[src/rtl/tdm_pkg.sv]
`default_nettype none
// +----------------------------------------------------------------------+
// | tdm_pkg : shared constants, state encoding and slot decode helper     |
// | Revision: 1.0                                                         |
// +----------------------------------------------------------------------+
package tdm_pkg;

  localparam int NUM_SLOTS = 16;
  localparam int SLOT_W    = 4;

  typedef logic [0:0] state_t;
  localparam state_t HUNT = 1'b0;
  localparam state_t FILL = 1'b1;

  // Two-level decode: slot[3:2] picks the group of four, slot[1:0] the bit in it.
  function automatic logic [NUM_SLOTS-1:0] slot_sel(input logic [SLOT_W-1:0] s);
    logic [3:0]           grp;
    logic [3:0]           sub;
    logic [NUM_SLOTS-1:0] sel;
    grp = 4'b0001 << s[3:2];
    sub = 4'b0001 << s[1:0];
    for (int g = 0; g < 4; g++) begin
      for (int b = 0; b < 4; b++) begin
        sel[g*4 + b] = grp[g] & sub[b];
      end
    end
    return sel;
  endfunction

endpackage
`default_nettype wire

[src/rtl/tdm_demux16_if.sv]
`default_nettype none
// +----------------------------------------------------------------------+
// | tdm_demux16_if : serial TDM input beat and parallel frame output      |
// | Revision: 1.0                                                         |
// +----------------------------------------------------------------------+
interface tdm_demux16_if;
  import tdm_pkg::*;

  logic                 in_bit;
  logic                 in_valid;
  logic                 frame_start;
  logic [NUM_SLOTS-1:0] out_data;
  logic                 out_valid;
  logic [SLOT_W-1:0]    slot;
  logic                 locked;
  logic                 sync_err;

  modport master (
    output in_bit, in_valid, frame_start,
    input  out_data, out_valid, slot, locked, sync_err
  );

  modport slave (
    input  in_bit, in_valid, frame_start,
    output out_data, out_valid, slot, locked, sync_err
  );

endinterface
`default_nettype wire

[src/rtl/tdm_slot_ctr.sv]
`default_nettype none
// +----------------------------------------------------------------------+
// | tdm_slot_ctr : slot counter, priority clear > load-to-1 > increment   |
// | Revision: 1.0                                                         |
// +----------------------------------------------------------------------+
module tdm_slot_ctr
  import tdm_pkg::*;
(
  input  wire logic              clk,
  input  wire logic              rst_n,
  input  wire logic              en,
  input  wire logic              load1,
  input  wire logic              clr,
  output logic [SLOT_W-1:0]      count
);

  logic [SLOT_W-1:0] cnt_q;
  logic [SLOT_W-1:0] cnt_d;

  always_comb begin
    cnt_d = cnt_q;
    if (clr) begin
      cnt_d = '0;
    end else if (load1) begin
      cnt_d = SLOT_W'(1);
    end else if (en) begin
      cnt_d = cnt_q + 1'b1;
    end
  end

  always_ff @(posedge clk or negedge rst_n) begin
    if (!rst_n) begin
      cnt_q <= '0;
    end else begin
      cnt_q <= cnt_d;
    end
  end

  assign count = cnt_q;

endmodule
`default_nettype wire

[src/rtl/tdm_demux16.sv]
`default_nettype none
// +----------------------------------------------------------------------+
// | tdm_demux16 : 16-slot serial TDM frame deserialiser with framing FSM  |
// | Revision: 1.0                                                         |
// +----------------------------------------------------------------------+
module tdm_demux16
  import tdm_pkg::*;
(
  input  wire logic     clk,
  input  wire logic     rst_n,
  tdm_demux16_if.slave  bus
);

  state_t                state_q, state_d;
  logic [NUM_SLOTS-2:0]  shadow_q, shadow_d;
  logic [NUM_SLOTS-1:0]  out_data_q, out_data_d;
  logic                  out_valid_q, out_valid_d;
  logic                  sync_err_q, sync_err_d;

  logic [SLOT_W-1:0]     slot;
  logic [NUM_SLOTS-1:0]  wr_sel;
  logic                  ctr_en, ctr_load1, ctr_clr;

  tdm_slot_ctr u_slot_ctr (
    .clk   (clk),
    .rst_n (rst_n),
    .en    (ctr_en),
    .load1 (ctr_load1),
    .clr   (ctr_clr),
    .count (slot)
  );

  assign wr_sel = slot_sel(slot);

  always_comb begin
    state_d     = state_q;
    shadow_d    = shadow_q;
    out_data_d  = out_data_q;
    out_valid_d = 1'b0;
    sync_err_d  = 1'b0;
    ctr_en      = 1'b0;
    ctr_load1   = 1'b0;
    ctr_clr     = 1'b0;
    if (bus.in_valid) begin
      if (bus.frame_start) begin
        // A frame start anywhere but slot 0 of a locked frame aborts the partial frame.
        if (state_q == FILL && !wr_sel[0]) begin
          sync_err_d = 1'b1;
        end
        shadow_d[0] = bus.in_bit;
        ctr_load1   = 1'b1;
        state_d     = FILL;
      end else if (state_q == FILL) begin
        if (wr_sel[0]) begin
          sync_err_d = 1'b1;
          ctr_clr    = 1'b1;
          state_d    = HUNT;
        end else if (wr_sel[NUM_SLOTS-1]) begin
          out_data_d  = {bus.in_bit, shadow_q};
          out_valid_d = 1'b1;
          ctr_en      = 1'b1;
        end else begin
          shadow_d = (shadow_q & ~wr_sel[NUM_SLOTS-2:0])
                   | ({(NUM_SLOTS-1){bus.in_bit}} & wr_sel[NUM_SLOTS-2:0]);
          ctr_en   = 1'b1;
        end
      end
    end
  end

  always_ff @(posedge clk or negedge rst_n) begin
    if (!rst_n) begin
      state_q     <= HUNT;
      shadow_q    <= '0;
      out_data_q  <= '0;
      out_valid_q <= 1'b0;
      sync_err_q  <= 1'b0;
    end else begin
      state_q     <= state_d;
      shadow_q    <= shadow_d;
      out_data_q  <= out_data_d;
      out_valid_q <= out_valid_d;
      sync_err_q  <= sync_err_d;
    end
  end

  assign bus.out_data  = out_data_q;
  assign bus.out_valid = out_valid_q;
  assign bus.slot      = slot;
  assign bus.locked    = (state_q == FILL);
  assign bus.sync_err  = sync_err_q;

endmodule
`default_nettype wire

[src/flat_wrapper.sv]
// flat-port wrapper written by rule: the top's interface ports become plain ports
module tdm_demux16_flat import tdm_pkg::*;
  (clk, rst_n, bus_in_bit, bus_in_valid, bus_frame_start, bus_out_data, bus_out_valid, bus_slot, bus_locked, bus_sync_err);
  tdm_demux16_if bus_i ();
  input  wire logic clk;
  input  wire logic rst_n;
  input wire logic [$bits(bus_i.in_bit)-1:0] bus_in_bit;
  input wire logic [$bits(bus_i.in_valid)-1:0] bus_in_valid;
  input wire logic [$bits(bus_i.frame_start)-1:0] bus_frame_start;
  output wire logic [$bits(bus_i.out_data)-1:0] bus_out_data;
  output wire logic [$bits(bus_i.out_valid)-1:0] bus_out_valid;
  output wire logic [$bits(bus_i.slot)-1:0] bus_slot;
  output wire logic [$bits(bus_i.locked)-1:0] bus_locked;
  output wire logic [$bits(bus_i.sync_err)-1:0] bus_sync_err;
  assign bus_i.in_bit = bus_in_bit;
  assign bus_i.in_valid = bus_in_valid;
  assign bus_i.frame_start = bus_frame_start;
  assign bus_out_data = bus_i.out_data;
  assign bus_out_valid = bus_i.out_valid;
  assign bus_slot = bus_i.slot;
  assign bus_locked = bus_i.locked;
  assign bus_sync_err = bus_i.sync_err;
  tdm_demux16 u_core (.clk(clk), .rst_n(rst_n), .bus(bus_i));
endmodule
[config.mk]
export PLATFORM = sky130hd
export DESIGN_NAME = tdm_demux16_flat
export DESIGN_NICKNAME = d
export VERILOG_FILES = /design/src/rtl/tdm_pkg.sv /design/src/rtl/tdm_demux16_if.sv /design/src/rtl/tdm_slot_ctr.sv /design/src/rtl/tdm_demux16.sv /design/src/flat_wrapper.sv
export SDC_FILE = /design/constraint.sdc
export NUM_CORES = 1
export LEC_CHECK = 0
export BUFFER_PORTS_ARGS = -buffer_cell sky130_fd_sc_hd__buf_2
export CAP_MARGIN = 5
export CORE_ASPECT_RATIO = 1.25
export CORE_MARGIN = 1.5
export CORE_UTILIZATION = 45
export DETAILED_ROUTE_END_ITERATION = 16
export PLACE_DENSITY_LB_ADDON = 0.08
export SYNTH_ARGS = -nofsm -noshare
export SYNTH_HDL_FRONTEND = slang
export SYNTH_HIERARCHICAL = 1
export SYNTH_SLANG_ARGS = --single-unit
export TNS_END_PERCENT = 100
[constraint.sdc]
create_clock -name clk -period 3.8 [get_ports clk]
set_clock_uncertainty 0.2 [all_clocks]
set_input_delay 0.76 -clock clk [delete_from_list [all_inputs] [get_ports clk]]
set_output_delay 0.76 -clock clk [all_outputs]
set_load 0.01 [all_outputs]
==> run summary, run 1 <==
CTS root buffer = clkbuf_8
Setup CP Type = register to register
Cts hold-fix bufs = 0
Layout area overhead = 14.0%
All-Layer GR Usage = 17.1%
Final min period = 2340 ps
Core ar. = 3750 sq um
First-pass GRT wire length = 5310 um
Worst VDD drop = 300 uV
Yosys Warn Count = 6
Post-Synth XOR/XNOR Area = 1.01%
Routed vias = 1058
Post-Syn Nets = 131
CP Cell Sequence = nor4_2 > nor3b_1 > nor3b_1 > mux2_1
CTS clk-pin slew, worst paths = 70 ps
Skew-Pair Late Insertion Delay = 280 ps
Initial Utilization = 46.2%
HP Class = register to register
Mapped Area = 1740 sq um
Rows = 25
Area fraction in compound gates after synthesis = 1.73%
Max cap viols = 0
Grt ovf = 0
Vias in the first global route = 1114
GRT busiest layer = met2
CP top delay family = simple AND/OR/NAND/NOR gates
CTS resizes = 0
GP Congestion = 0.713
Met3 usage = 4.46%
Synth Instances = 125
Initial DRC Count = 17
Crit-path slowest cell = dfrtp_1
Worst EP required = 3770 ps
Rel. slew slack = 44.8%
Global-route met1 utilization = 19.7%
Final hold viol count = 0
Dpl cell area = 1870 sq um
FMAX = 0.427 GHz
#FFs+latches synth = 38
FF-to-FF path depth = 4
CTS HTree Levels = 2
Primary FF master, synth = dfrtp_1
Initial antenna violation count = 0
Critical Path Fanout Max = 14
Routed len/inst = 16.2 um
Detailed Route WL = 3100 um
Outcome = completed
Setup repair bufs after CTS = 0
Synth Area in Simple Gates = 15.1%
Worst-Margin Slew = 828 ps
Sequential share of the synthesized area = 54.8%
Die width = 58.5 um
CTS Sinks = 38
Cell mode on critical path = nor3b_1
Post-route ant nets = 0
Hold path depth = 1
Setup TNS = 0 ps
CTS max path bufs = 2
Die ar. = 4240 sq um
Synthesized area per cell = 13.9 sq um
Via density = 5.51
Worst R2R Setup Slack = 1460 ps
Leakage = 0.988 nW
Largest family of logic cells by synthesized area = multiplexers
Final setup margin = 1460 ps
Multiplexer share of the synthesized area = 23.3%
Drt drc = 0
Async SR Flop Fraction = 100%
Layout cells sized above 1 = 46.1%
Crit path DAT = 2310 ps
Netlist cell types = 34
Worst setup EP type = register
Largest net degree at the start of global routing = 39
Nets = 158
CTS tree = done
Synth Area in Adders = 0.721%
Die height = 72.4 um
Ports = 28
M2 GR Usage = 29.1%
Fillers = 343
Final setup vio count = 0
Bufs and invs on worst path = 0
RSZ-0062 raised after global routing = no
Number of diodes = 0
Fin util = 52.7%
Drt pass-1 iters = 2
Post-synth EDFFs = 0
Hold_ws = 292 ps
Port bufs = 27
R2R Path End = u_core/u_slot_ctr/count[3]
Pwr/cell area = 524 nW/um^2
Final worst-path cycle share = 61.6%
Crit-path max cell delay = 580 ps
Fin area = 1980 sq um
HPWL Detailed = 2130 um
RR Startpoint = u_core/u_slot_ctr/count[0]
Post-Place Setup Slack = 1420 ps
Startpoint Class = register
Total CTS buffers = 5
Max-slew violation count = 0
[where the power goes]
| group | switching (mW) | internal [mW] | total [mW] | leakage (nW) |
|---|---|---|---|---|
| clock network | 0.131 | 0.210 | 0.341 | 0.0573 |
| logic | 0.0859 | 0.0859 | 0.172 | 0.415 |
| registers | 0.0740 | 0.449 | 0.523 | 0.515 |
| total | 0.291 | 0.745 | 1.04 | 0.988 |
[routing by layer]
| metal | vias to the layer above | share of wire (%) |
|---|---|---|
| met4 | 0 | 1.8 |
| met1 | 534 | 43 |
| met2 | 21 | 51 |
| met5 | - | 0 |
| li1 | 498 | - |
| met3 | 5 | 3.8 |
[per-stage QoR]
step	power [mW]	cells
2_1_floorplan	0.650	125
3_3_place_gp	0.690	185
3_5_place_dp	0.704	185
4_1_cts	1.04	192
5_1_grt	1.09	192
6_report	1.04	192
[worst max path at each step]
stage	start	to	cells after the start
after floorplan	bus_frame_start	u_core/u_slot_ctr/count[3]	4
after global placement	bus_in_valid	u_core/u_slot_ctr/count[3]	5
after detailed placement	bus_frame_start	u_core/bus.out_data[14]	4
after CTS	u_core/u_slot_ctr/count[0]	u_core/u_slot_ctr/count[3]	4
after global routing	u_core/u_slot_ctr/count[0]	u_core/u_slot_ctr/count[3]	4
final	u_core/u_slot_ctr/count[0]	u_core/u_slot_ctr/count[3]	4
[synth_stat cells, types with 2 or more instances]
master	n	area, sq um
buf_4	2	15.0
nor3_1	5	25.0
mux2_1	3	33.8
mux2_4	9	135
dfrtp_1	38	951
nor2b_1	2	12.5
and4bb_2	2	25.0
mux2_2	20	225
buf_2	2	10.0
xnor2_1	2	17.5
nand4_1	2	12.5
nand2_1	8	30.0
nand3_1	6	30.0
nor2_1	3	11.3
nor3b_1	2	15.0
[worst register-to-register path, cell delays in order (launching register included)]
cell and delay [ps]:
dfrtp_1 580, nor4_2 470, nor3b_1 550, nor3b_1 110
mux2_1 310
[layout by cell type (no fill, tap or decap), drive strengths merged]
master | synthesis | final
dfrtp | 38 | 38
mux2 | 32 | 32
buf | 6 | 27
nand2 | 8 | 8
clkbuf | 1 | 6
nand3 | 6 | 6
nor3 | 5 | 5
nor2 | 4 | 4
nor3b | 2 | 2
xnor2 | 2 | 2
nand4 | 2 | 2
nor2b | 2 | 2
and4bb | 2 | 2
nand4b | 2 | 2
bufinv | 0 | 1
nor4 | 1 | 1
and2 | 1 | 1
and3b | 1 | 1
nor4b | 1 | 1
and3 | 1 | 1
a21o | 1 | 1
mux2i | 1 | 1
inv | 1 | 1
a21oi | 1 | 1
a21bo | 1 | 1
nand3b | 1 | 1
a211oi | 1 | 1
ha | 1 | 1
[cell families (layout without fill, tap and decap cells)]
logic type | after synthesis | count (layout)
AND/OR/NAND/NOR | 39 | 39
flip-flops | 38 | 38
multiplexers | 33 | 33
buffers and inverters | 8 | 35
AO/OA/AOI/OAI | 4 | 4
XOR/XNOR | 2 | 2
adder cells (fa/ha/maj) | 1 | 1
[layout make-up]
| class | instances | area [sq um] | area share (%) |
|---|---|---|---|
| Multi-Input combinational cell | 79 | 726 | 36.7 |
| Timing Repair Buffer | 27 | 135 | 6.83 |
| Clock buffer | 6 | 82.6 | 4.17 |
| Sequential cell | 38 | 951 | 48.1 |
| Tap cell | 40 | 50.0 | 2.53 |
| Inverter | 1 | 3.75 | 0.190 |
| Clock inverter | 1 | 30.0 | 1.52 |
No activity file was read; power rests on OpenSTA's default activity.
==> run 2, diff against run 1 <==
Clock period 3.8 ns to 2 ns, I/O delays scaled along.
==> run summary, run 2 (synthesis results as in run 1) <==
Vias in the first global route = 1130
Comb pwr share = 24.4%
Fin util = 54.6%
Layout cells sized above 1 = 48.5%
Most common cell after layout, fill and taps aside = dfrtp_1
CTS root buffer = clkbuf_8
Switching Fraction = 29.3%
Detailed Route WL = 3030 um
Initial Utilization = 46.2%
Clk pwr share = 25.4%
Layout area overhead = 18.2%
CTS clk-pin slew, worst paths = 70 ps
Via density = 5.28
Total CTS buffers = 5
Core ar. = 3750 sq um
Final min period = 1830 ps
CTS Sinks = 38
Worst VDD drop = 474 uV
Drt drc = 0
Ports = 28
Initial antenna violation count = 0
Multi-input gate area = 737 sq um
Sequential Area = 951 sq um
HPWL Detailed = 2220 um
First-pass GRT wire length = 5300 um
GP Congestion = 0.809
DR top layer = met4
Final worst-path cycle share = 91.4%
Final std cells w/o fill = 203
Routed len/inst = 14.9 um
Grt ovf = 0
Internal power = 1.32 mW
Fin area = 2050 sq um
All-Layer GR Usage = 16.7%
Reg power frac = 50.2%
Critical Path Fanout Max = 9
Setup TNS = 0 ps
Net load switching power = 0.548 mW
PnR Total Power = 1.87 mW
Die width = 58.5 um
Outcome = completed
FMAX = 0.547 GHz
Rel. slew slack = 67.9%
Max cap viols = 0
Largest net degree at the start of global routing = 21
Leakage = 1.04 nW
Met3 WL = 104 um
CTS tree = done
Initial DRC Count = 15
Final setup margin = 172 ps
RSZ-0062 raised after global routing = no
Number of diodes = 0
Pwr/cell area = 910 nW/um^2
Drt pass-1 iters = 4
Post-Place Setup Slack = 83.5 ps
Hold_ws = 235 ps
CTS max path bufs = 2
Port bufs = 27
Worst-Margin Slew = 481 ps
Worst EP required = 1970 ps
Crit path DAT = 1790 ps
WL met1 = 1350 um
Post-route ant nets = 0
Nets = 169
Commonest cells after routing, fill and taps aside = dfrtp_1, buf_2, mux2_2
Inst Count DP = 194
Worst setup EP type = register
CTS HTree Levels = 2
Die ar. = 4240 sq um
Rows = 25
Dpl cell area = 1950 sq um
Fillers = 340
Setup CP Type = register to register
Startpoint Class = register
Routed vias = 1072
Final hold viol count = 0
Max-slew violation count = 0
Final setup vio count = 0
Die height = 72.4 um
Met2 wire len = 1550 um
Skew-Pair Late Insertion Delay = 280 ps
HP Class = input port to register
[run 2: changes by cell type in the layout (fill, tap and decap cells not counted), sizes merged]
cell,delta
dlygate4sd3,+1
clkbuf,+1
buf,+10
bufinv,-1
[run 2: final cells by class]
class | count | share of cell area [%]
clock buffer | 7 | 3.72
inverter | 1 | 0.183
multi-input combinational | 79 | 35.9
sequential | 38 | 46.4
tap | 40 | 2.44
timing repair buffer | 38 | 11.3
[run 2: critical path: stages (launching register included)]
cell and delay (ps):
dfrtp_1 480, nor4_2 360, nor3b_4 300, nor3b_1 80, mux2_1 290
[run 2: what timing repair did]
item	in CTS	in global routing
resized for setup	0	1
buffers inserted	0	1
endpoints found under the setup margin	0	1
hold buffers	1	0
hold endpoints to repair	19	0
[run 2: layer usage]
layer / track usage, % / vias up
li1: - / 519
met1: 20.6 / 527
met2: 27.5 / 22
met3: 4.81 / 4
met4: 6.20 / 0
met5: 0 / -
[run 2: power by group through the flow]
stage | Clock (mW) | Combinational [mW] | Sequential, mW
global route | 0.531 | 0.508 | 0.950
floorplan | 0 | 0.290 | 0.948
CTS | 0.498 | 0.448 | 0.936
global placement | 0 | 0.431 | 0.945
detailed placement | 0 | 0.444 | 0.951
finish | 0.474 | 0.456 | 0.937
[run 2: final timing paths]
path	from	end	slack [ps]	depth (start not counted)
min in group asynchronous	rst_n	u_core/bus.out_data[3]	410	2
hold reg to reg	register	register	290	1
max in group asynchronous	rst_n	u_core/bus.out_data[15]	730	3
setup reg to reg	u_core/u_slot_ctr/count[0]	u_core/u_slot_ctr/count[3]	170	4
hold / removal	bus_in_valid	u_core/bus.locked	230	3
setup / recovery	u_core/u_slot_ctr/count[0]	u_core/u_slot_ctr/count[3]	170	4
